<file path="src/rtl/instruction_fetch_unit.sv">
// Instruction fetch unit: a byte-addressed, little-endian instruction store
// with a word write port for program loading and an internal next-PC register.
// Each cycle it fetches sequentially, stalls or redirects on a branch.
// Misaligned and out-of-range fetches park the unit in FAULT until a branch
// arrives.
module instruction_fetch_unit #(
    parameter int ADDR_WIDTH  = 64,
    parameter int INSTR_WIDTH = 32,
    parameter int DEPTH_BYTES = 64,
    parameter logic [ADDR_WIDTH-1:0] RESET_PC = '0
) (
    input  logic                   clk,
    input  logic                   reset_n,
    input  logic                   Stall,
    input  logic                   BranchTaken,
    input  logic [ADDR_WIDTH-1:0]  BranchTarget,
    input  logic                   WrEn,
    input  logic [ADDR_WIDTH-1:0]  WrAddr,
    input  logic [INSTR_WIDTH-1:0] WrData,
    output logic [INSTR_WIDTH-1:0] Instruction,
    output logic [ADDR_WIDTH-1:0]  InstrPC,
    output logic                   InstrValid,
    output logic                   Fault,
    output logic [1:0]             FaultCode
);

    localparam int IDX_W = $clog2(DEPTH_BYTES);
    localparam int MEM_W = DEPTH_BYTES * 8;
    // Highest byte address at which a whole word still fits.
    localparam logic [ADDR_WIDTH-1:0] LAST_WORD = ADDR_WIDTH'(DEPTH_BYTES - 4);

    typedef enum logic [1:0] {
        IDLE  = 2'b00,
        RUN   = 2'b01,
        FAULT = 2'b10
    } state_t;

    // Power-up image: every byte holds its own address modulo 256.
    function automatic logic [MEM_W-1:0] init_mem();
        logic [MEM_W-1:0] v;
        v = '0;
        for (int i = 0; i < DEPTH_BYTES; i++) begin
            v[i*8 +: 8] = 8'(i);
        end
        return v;
    endfunction

    // Byte i lives at bits [8i+7:8i], so a word slice is already little-endian.
    logic [MEM_W-1:0]       mem_r = init_mem();

    state_t                 state_r;
    state_t                 state_s;
    logic [ADDR_WIDTH-1:0]  npc_r;
    logic [ADDR_WIDTH-1:0]  npc_s;
    logic [INSTR_WIDTH-1:0] instr_s;
    logic [ADDR_WIDTH-1:0]  pc_s;
    logic                   valid_s;
    logic                   fault_s;
    logic [1:0]             code_s;

    logic [IDX_W-3:0]       rd_word_s;
    logic [IDX_W-3:0]       wr_word_s;
    logic [INSTR_WIDTH-1:0] rd_data_s;
    logic                   wr_ok_s;
    logic                   misaligned_s;
    logic                   out_of_range_s;

    assign rd_word_s      = npc_r[IDX_W-1:2];
    assign wr_word_s      = WrAddr[IDX_W-1:2];
    assign rd_data_s      = mem_r[{rd_word_s, 5'b00000} +: INSTR_WIDTH];
    assign misaligned_s   = (npc_r[1:0] != 2'b00);
    assign out_of_range_s = (npc_r > LAST_WORD);
    // The range check also rejects addresses that would alias onto low words.
    assign wr_ok_s        = WrEn && (WrAddr[1:0] == 2'b00) && (WrAddr <= LAST_WORD);

    // Program-load write port; a write sampled while reset is low is dropped.
    always_ff @(posedge clk) begin
        if (reset_n && wr_ok_s) begin
            mem_r[{wr_word_s, 5'b00000} +: INSTR_WIDTH] <= WrData;
        end
    end

    // State, next-PC and registered output update.
    always_ff @(posedge clk or negedge reset_n) begin
        if (!reset_n) begin
            state_r     <= IDLE;
            npc_r       <= RESET_PC;
            Instruction <= '0;
            InstrPC     <= '0;
            InstrValid  <= 1'b0;
            Fault       <= 1'b0;
            FaultCode   <= 2'b00;
        end else begin
            state_r     <= state_s;
            npc_r       <= npc_s;
            Instruction <= instr_s;
            InstrPC     <= pc_s;
            InstrValid  <= valid_s;
            Fault       <= fault_s;
            FaultCode   <= code_s;
        end
    end

    // Next-state and next-output decision; everything holds unless changed.
    always_comb begin
        state_s = state_r;
        npc_s   = npc_r;
        instr_s = Instruction;
        pc_s    = InstrPC;
        valid_s = InstrValid;
        fault_s = Fault;
        code_s  = FaultCode;
        case (state_r)
            IDLE: begin
                state_s = RUN;
            end
            RUN: begin
                if (BranchTaken) begin
                    npc_s   = BranchTarget;
                    valid_s = 1'b0;
                end else if (Stall) begin
                    valid_s = InstrValid;
                end else if (misaligned_s || out_of_range_s) begin
                    valid_s = 1'b0;
                    fault_s = 1'b1;
                    code_s  = misaligned_s ? 2'b01 : 2'b10;
                    state_s = FAULT;
                end else begin
                    instr_s = rd_data_s;
                    pc_s    = npc_r;
                    valid_s = 1'b1;
                    npc_s   = npc_r + ADDR_WIDTH'(4);
                end
            end
            FAULT: begin
                if (BranchTaken) begin
                    npc_s   = BranchTarget;
                    fault_s = 1'b0;
                    code_s  = 2'b00;
                    valid_s = 1'b0;
                    state_s = RUN;
                end else begin
                    valid_s = 1'b0;
                end
            end
            default: begin
                // Unreachable encoding: recover through IDLE with outputs quiet.
                state_s = IDLE;
                npc_s   = RESET_PC;
                valid_s = 1'b0;
                fault_s = 1'b0;
                code_s  = 2'b00;
            end
        endcase
    end

endmodule

</file>
<file path="config.mk">
export PLATFORM = sky130hd
export DESIGN_NAME = instruction_fetch_unit
export DESIGN_NICKNAME = d
export VERILOG_FILES = /design/src/rtl/instruction_fetch_unit.sv
export SDC_FILE = /design/constraint.sdc
export NUM_CORES = 1
export LEC_CHECK = 0
export CAP_MARGIN = 10
export CORE_MARGIN = 2
export CORE_UTILIZATION = 58
export CTS_CLUSTER_DIAMETER = 80
export DETAILED_ROUTE_END_ITERATION = 16
export GPL_TIMING_DRIVEN = 0
export PLACE_DENSITY = 0.8
export SYNTH_ARGS = -nofsm -noshare
export SYNTH_HDL_FRONTEND = slang
export SYNTH_SLANG_ARGS = --single-unit
</file>
<file path="constraint.sdc">
create_clock -name clk -period 2.9 [get_ports clk]
set_input_delay 0.58 -clock clk [delete_from_list [all_inputs] [get_ports clk]]
set_output_delay 0.58 -clock clk [all_outputs]
set_load 0.05 [all_outputs]
</file>
# == Word level (Yosys, flattened, before mapping) ==
# Cells that the tools add are included.
# word_totals
register_bits,678
elab_cells,65
# op_classes
n_addsub,2
magnitude_cmp,2
n_eq_ne,8
shifts,3
mux,26
bitwise_logic,4
reduce_logical,12
# ops
operator,n
bitwise mux 512 bit,1
variable shift 32 x 11 -> 512 bit (first input constant),1
indexed part select 32 x 11 -> 512 bit,1
indexed part select 512 x 10 -> 32 bit,1
two-way mux 64 bit,4
case mux 64 bit (3 select lines),1
adder 64 x 3 -> 64 bit (second input constant),1
greater-than comparator 64 x 6 -> 1 bit (second input constant),1
<= comparator 64 x 6 -> 1 bit (second input constant),1
two-way mux 2 bit,9
case mux 2 bit (3 select lines),2
AND reduction 4 bit,3
negator 9 -> 11 bit,1
!= test 2 bit (second input constant),4
two-way mux 1 bit,7
!= test 3 bit (second input constant),2
AND reduction 5 bit,1
logical NOT 2 bit,2
NOT 1 bit,4
logical AND 1 bit,3
case mux 1 bit (3 select lines),1
equality test 2 x 1 -> 1 bit (second input constant),1
equality test 2 bit (second input constant),1
case mux 1 bit (2 select lines),1
3 further kinds,3

# == Logic depth before layout (Yosys ltp) ==
# depth
depth_word,6
ltp_mapped,9
mapped_depth_nobuf,7

# == Worst setup path before layout ==
# No wires, ideal clock.
# synth_timing
path_type,input port to flip-flop
startpoint,input port WrAddr[6]
endpoint,"register mem_r[64], enable pin"
setup_time_ps,461
arrival_time_ps,3773
required_ps,2439
setup_slack_ps,-1334
stages,4
path_cell_list,nor4_1 > nand4_1 > or4_1 > nor3_1
# synth_via
elab_chain_len,3
# synth_lines
element,line,rtl
start: declaration,18,"input logic [ADDR_WIDTH-1:0] WrAddr,"
<= comparator 64 x 6 -> 1 bit,74,assign wr_ok_s = WrEn && (WrAddr[1:0] == 2'b00) && (WrAddr <= LAST_WORD);
logical AND 1 bit,74,
logical AND 1 bit,78,if (reset_n && wr_ok_s) begin
end signal: indexed assignment,79,"mem_r[{wr_word_s, 5'b00000} +: INSTR_WIDTH] <= WrData;"
end: declaration,49,logic [MEM_W-1:0] mem_r = init_mem();
# No other way between the ends.
# A chain may end at the register's enable or synchronous reset.

# == Worst setup path after layout ==
# layout_timing
startpoint,input port WrAddr[2]
endpoint,register mem_r[142] (data pin)
# layout_via
elab_chain_len,3
elab_cells_between_ends,4
cone_classes,add/sub (1); shift (2); mux (1)
# layout_lines
element,line
negator 9 -> 11 bit (*),79
indexed part select 32 x 11 -> 512 bit or variable shift 32 x 11 -> 512 bit (tied branches),79
bitwise mux 512 bit (*),79
# Every way passes the cells marked *; elsewhere a longest branch is shown, timed or not.

==> key figures <==
Critical path
  • CP Capture Type: register
  • Reg2Reg Setup Slack: -30 ps
  • Critical Path Start Type: input pin
  • Arrival @ worst endpoint: 3540 ps
  • Critical path class: input pin to register
  • Worst Path Required: 3390 ps
  • CP Max Fanout: 10

CTS
  • # H-tree levels: 3
  • CTS tree: built
  • Clock sinks: 678
  • Clock-pin slew on the worst setup and hold paths: 60 ps
  • Number of CTS-inserted buffers: 73
  • Max clock buf depth: 3
  • Clock Latency Late Sink: 640 ps
  • Root buffer cell: clkbuf_16

Synthesis
  • Ys async rst share: 24.5%
  • Seq/Total Area, Yosys: 64.7%
  • Post-Syn Nets: 2,293
  • Synth Cell Area: 30,200 um2
  • Post-synth top cells: edfxtp_1, and2_1, nor2_1
  • Synthesized area per cell: 14.2 um2
  • Synth warn: 0
  • Dominant cell type by area after synthesis: edfxtp_1
  • Post-synth EDFFs: 512
  • Mapped Cells: 2,120
  • Most used DFF post-synth: edfxtp_1
  • Distinct cell type count after synthesis: 59
  • Dominant cells by area after synthesis: edfxtp_1, dfrtp_1, mux4_2
  • Most frequent cell after synthesis: edfxtp_1
  • Synth top area share: 50.9%
  • Yosys reg bits: 678

Die
  • Core Rows: 83
  • Core area: 51,400 um2
  • Die Span Y: 232 um
  • Top Ports: 265
  • Die area: 53,900 um2
  • Die width: 232 um
  • Starting Density: 58.7%

Global routing
  • Initial antenna violation count: 6
  • Total Routing Usage GR: 41.0%
  • Gr ovfl total: 0
  • Global-route wire length before repair: 155,000 um
  • Number of global-route vias before repair: 22,800
  • Largest net degree at the start of global routing: 101

Power and ir drop
  • Leakage: 11.7 nW
  • VDD IR max: 0.624 mV
  • Power per Cell Area: 768 nW/um2

Detailed routing
  • DRC violations left: 0
  • Drt first pass iters: 10
  • Initial drt markers: 3,740
  • Average wire per standard cell: 33.6 um
  • Routed WL: 110,000 um
  • DR vias: 22,700
  • Post-DRT Antenna Nets: 0
  • Via-to-Cell Ratio: 6.94

Timing
  • Clk_skew: 30.8 ps
  • Finish-stage setup viols: 205
  • Crit path time final: 3040 ps
  • Final hold vios: 0
  • Fin. max-slew vios: 0
  • Worst Tran Pin Value: 1310 ps
  • Final Cycle Share: 105%
  • Relative slew slack: 12.9%
  • Fin Hold WS: 25.2 ps
  • RSZ-0062 raised after global routing: yes
  • Max Freq: 328 MHz
  • Final WS setup: -145 ps

Placed design
  • Placed cells: 3,082
  • Dpl cell area: 34,200 um2
  • DP Wirelength: 68,000 um
  • Port buffer count: 264
  • RD Place Congestion: 0.994

Cells and area
  • Layout cells sized above 1: 19.6%
  • Multi-input logic area: 10,300 um2
  • Fillers: 3,159
  • Register area: 19,500 um2
  • Post-route cell area: 37,300 um2
  • Area added between synthesis and finish: 23.6%
  • Final core utilization: 72.6%
  • Non-Filler Instances: 3,264
  • # nets final: 2,689

Status
  • Status: finished, violations left
  • Failing checks: negative setup slack

Min path
  • Hold Crit Class: input pin to async pin

Run
  • Max Cap Violations: 0
[layout by cell type, fill, tap and decap left out, drive strengths merged, types with 8 or more instances in the layout]
master and n:
nor2 298, a22o 10, clkinv 13, clkdlybuf4s50 262
o2bb2ai 15, and2 335, ha 8, mux2 46
nor3 24, a21oi 23, buf 85, nand3 21
clkbuf 211, nor3b 8, a22oi 20, nand4 20
diode 10, dfrtp 166, inv 24, nand2 105
or4 10, clkdlybuf4s15 13, o21ai 59, edfxtp 512
nor4 44, mux4 160, a31oi 9
[where the power goes]
group	switching, W	leakage (nW)	total, W	internal [W]
combinational	0.00507	4.78	0.00772	0.00265
sequential	0.000805	5.83	0.0119	0.0111
clock	0.00396	1.11	0.00907	0.00511
[kinds of logic after synthesis]
logic type / share of synthesized area, %
simple gates: 15.4
flops: 64.7
mux: 13.9
compound gates: 3.57
buf+inv: 2.07
fa+ha+maj: 0.331
xor+xnor: 0.116
[final timing paths]
kind                                   from              end  depth (start not counted)
min in group clk                InstrPC[43]      InstrPC[43]                          1
worst min register to register  InstrPC[43]      InstrPC[43]                          1
max in group asynchronous           reset_n      InstrPC[60]                          2
worst min-delay path                reset_n   Instruction[3]                          2
worst max-delay path              WrAddr[2]       mem_r[142]                          9
worst max register to register     npc_r[3]  Instruction[11]                          5
[layer usage]
layer	share of wire, %	global-route usage [%]
met1	32	50.0
met2	45	62.4
met3	15	14.8
met4	7.8	26.3
met5	0.026	0
[state kept, by name, indices dropped and copies added (netlist names)]
| name | cells |
|---|---|
| mem_r | 512 |
| Fault | 1 |
| InstrPC | 64 |
| FaultCode | 2 |
| Instruction | 32 |
| state_r | 2 |
| InstrValid | 1 |
| npc_r | 64 |
[timing repair]
action                                  4_1_cts  5_1_grt
resized for setup                           128       62
hold buffers                                  1        0
pin swaps                                    16        3
endpoints found under the setup margin     1012      651
hold endpoints to repair                     66        0
buffers inserted                             33        5
cloned                                        2        0
[critical path: stages]
cell             delay [ps]
clkdlybuf4s50_1         550
inv_1                   200
ha_2                    300
nand2_1                 220
nor2_2                  270
a21oi_4                 110
nor2_2                  520
clkbuf_2                560
and2_1                  220
[final cells by class]
cell class / count / area share, %
Sequential cell: 678 / 52.3
Buffer: 137 / 2.15
Clock buffer: 114 / 5.63
Timing Repair Buffer: 321 / 9.27
Clock inverter: 19 / 0.456
Antenna cell: 10 / 0.0670
Tap cell: 680 / 2.28
Inverter: 20 / 0.201
Multi-Input combinational cell: 1285 / 27.6
[stage by stage]
step	worst slack, ps	power (W)	setup TNS, ps
3_5_place_dp	-2230	0.0192	-1299390
3_3_place_gp	-8680	0.0191	-5458430
5_1_grt	-73.2	0.0293	-2430
4_1_cts	1.69	0.0282	0
2_1_floorplan	-399	0.0163	-30870
6_report	-145	0.0287	-7460
Power figures use the tool's default switching activity.
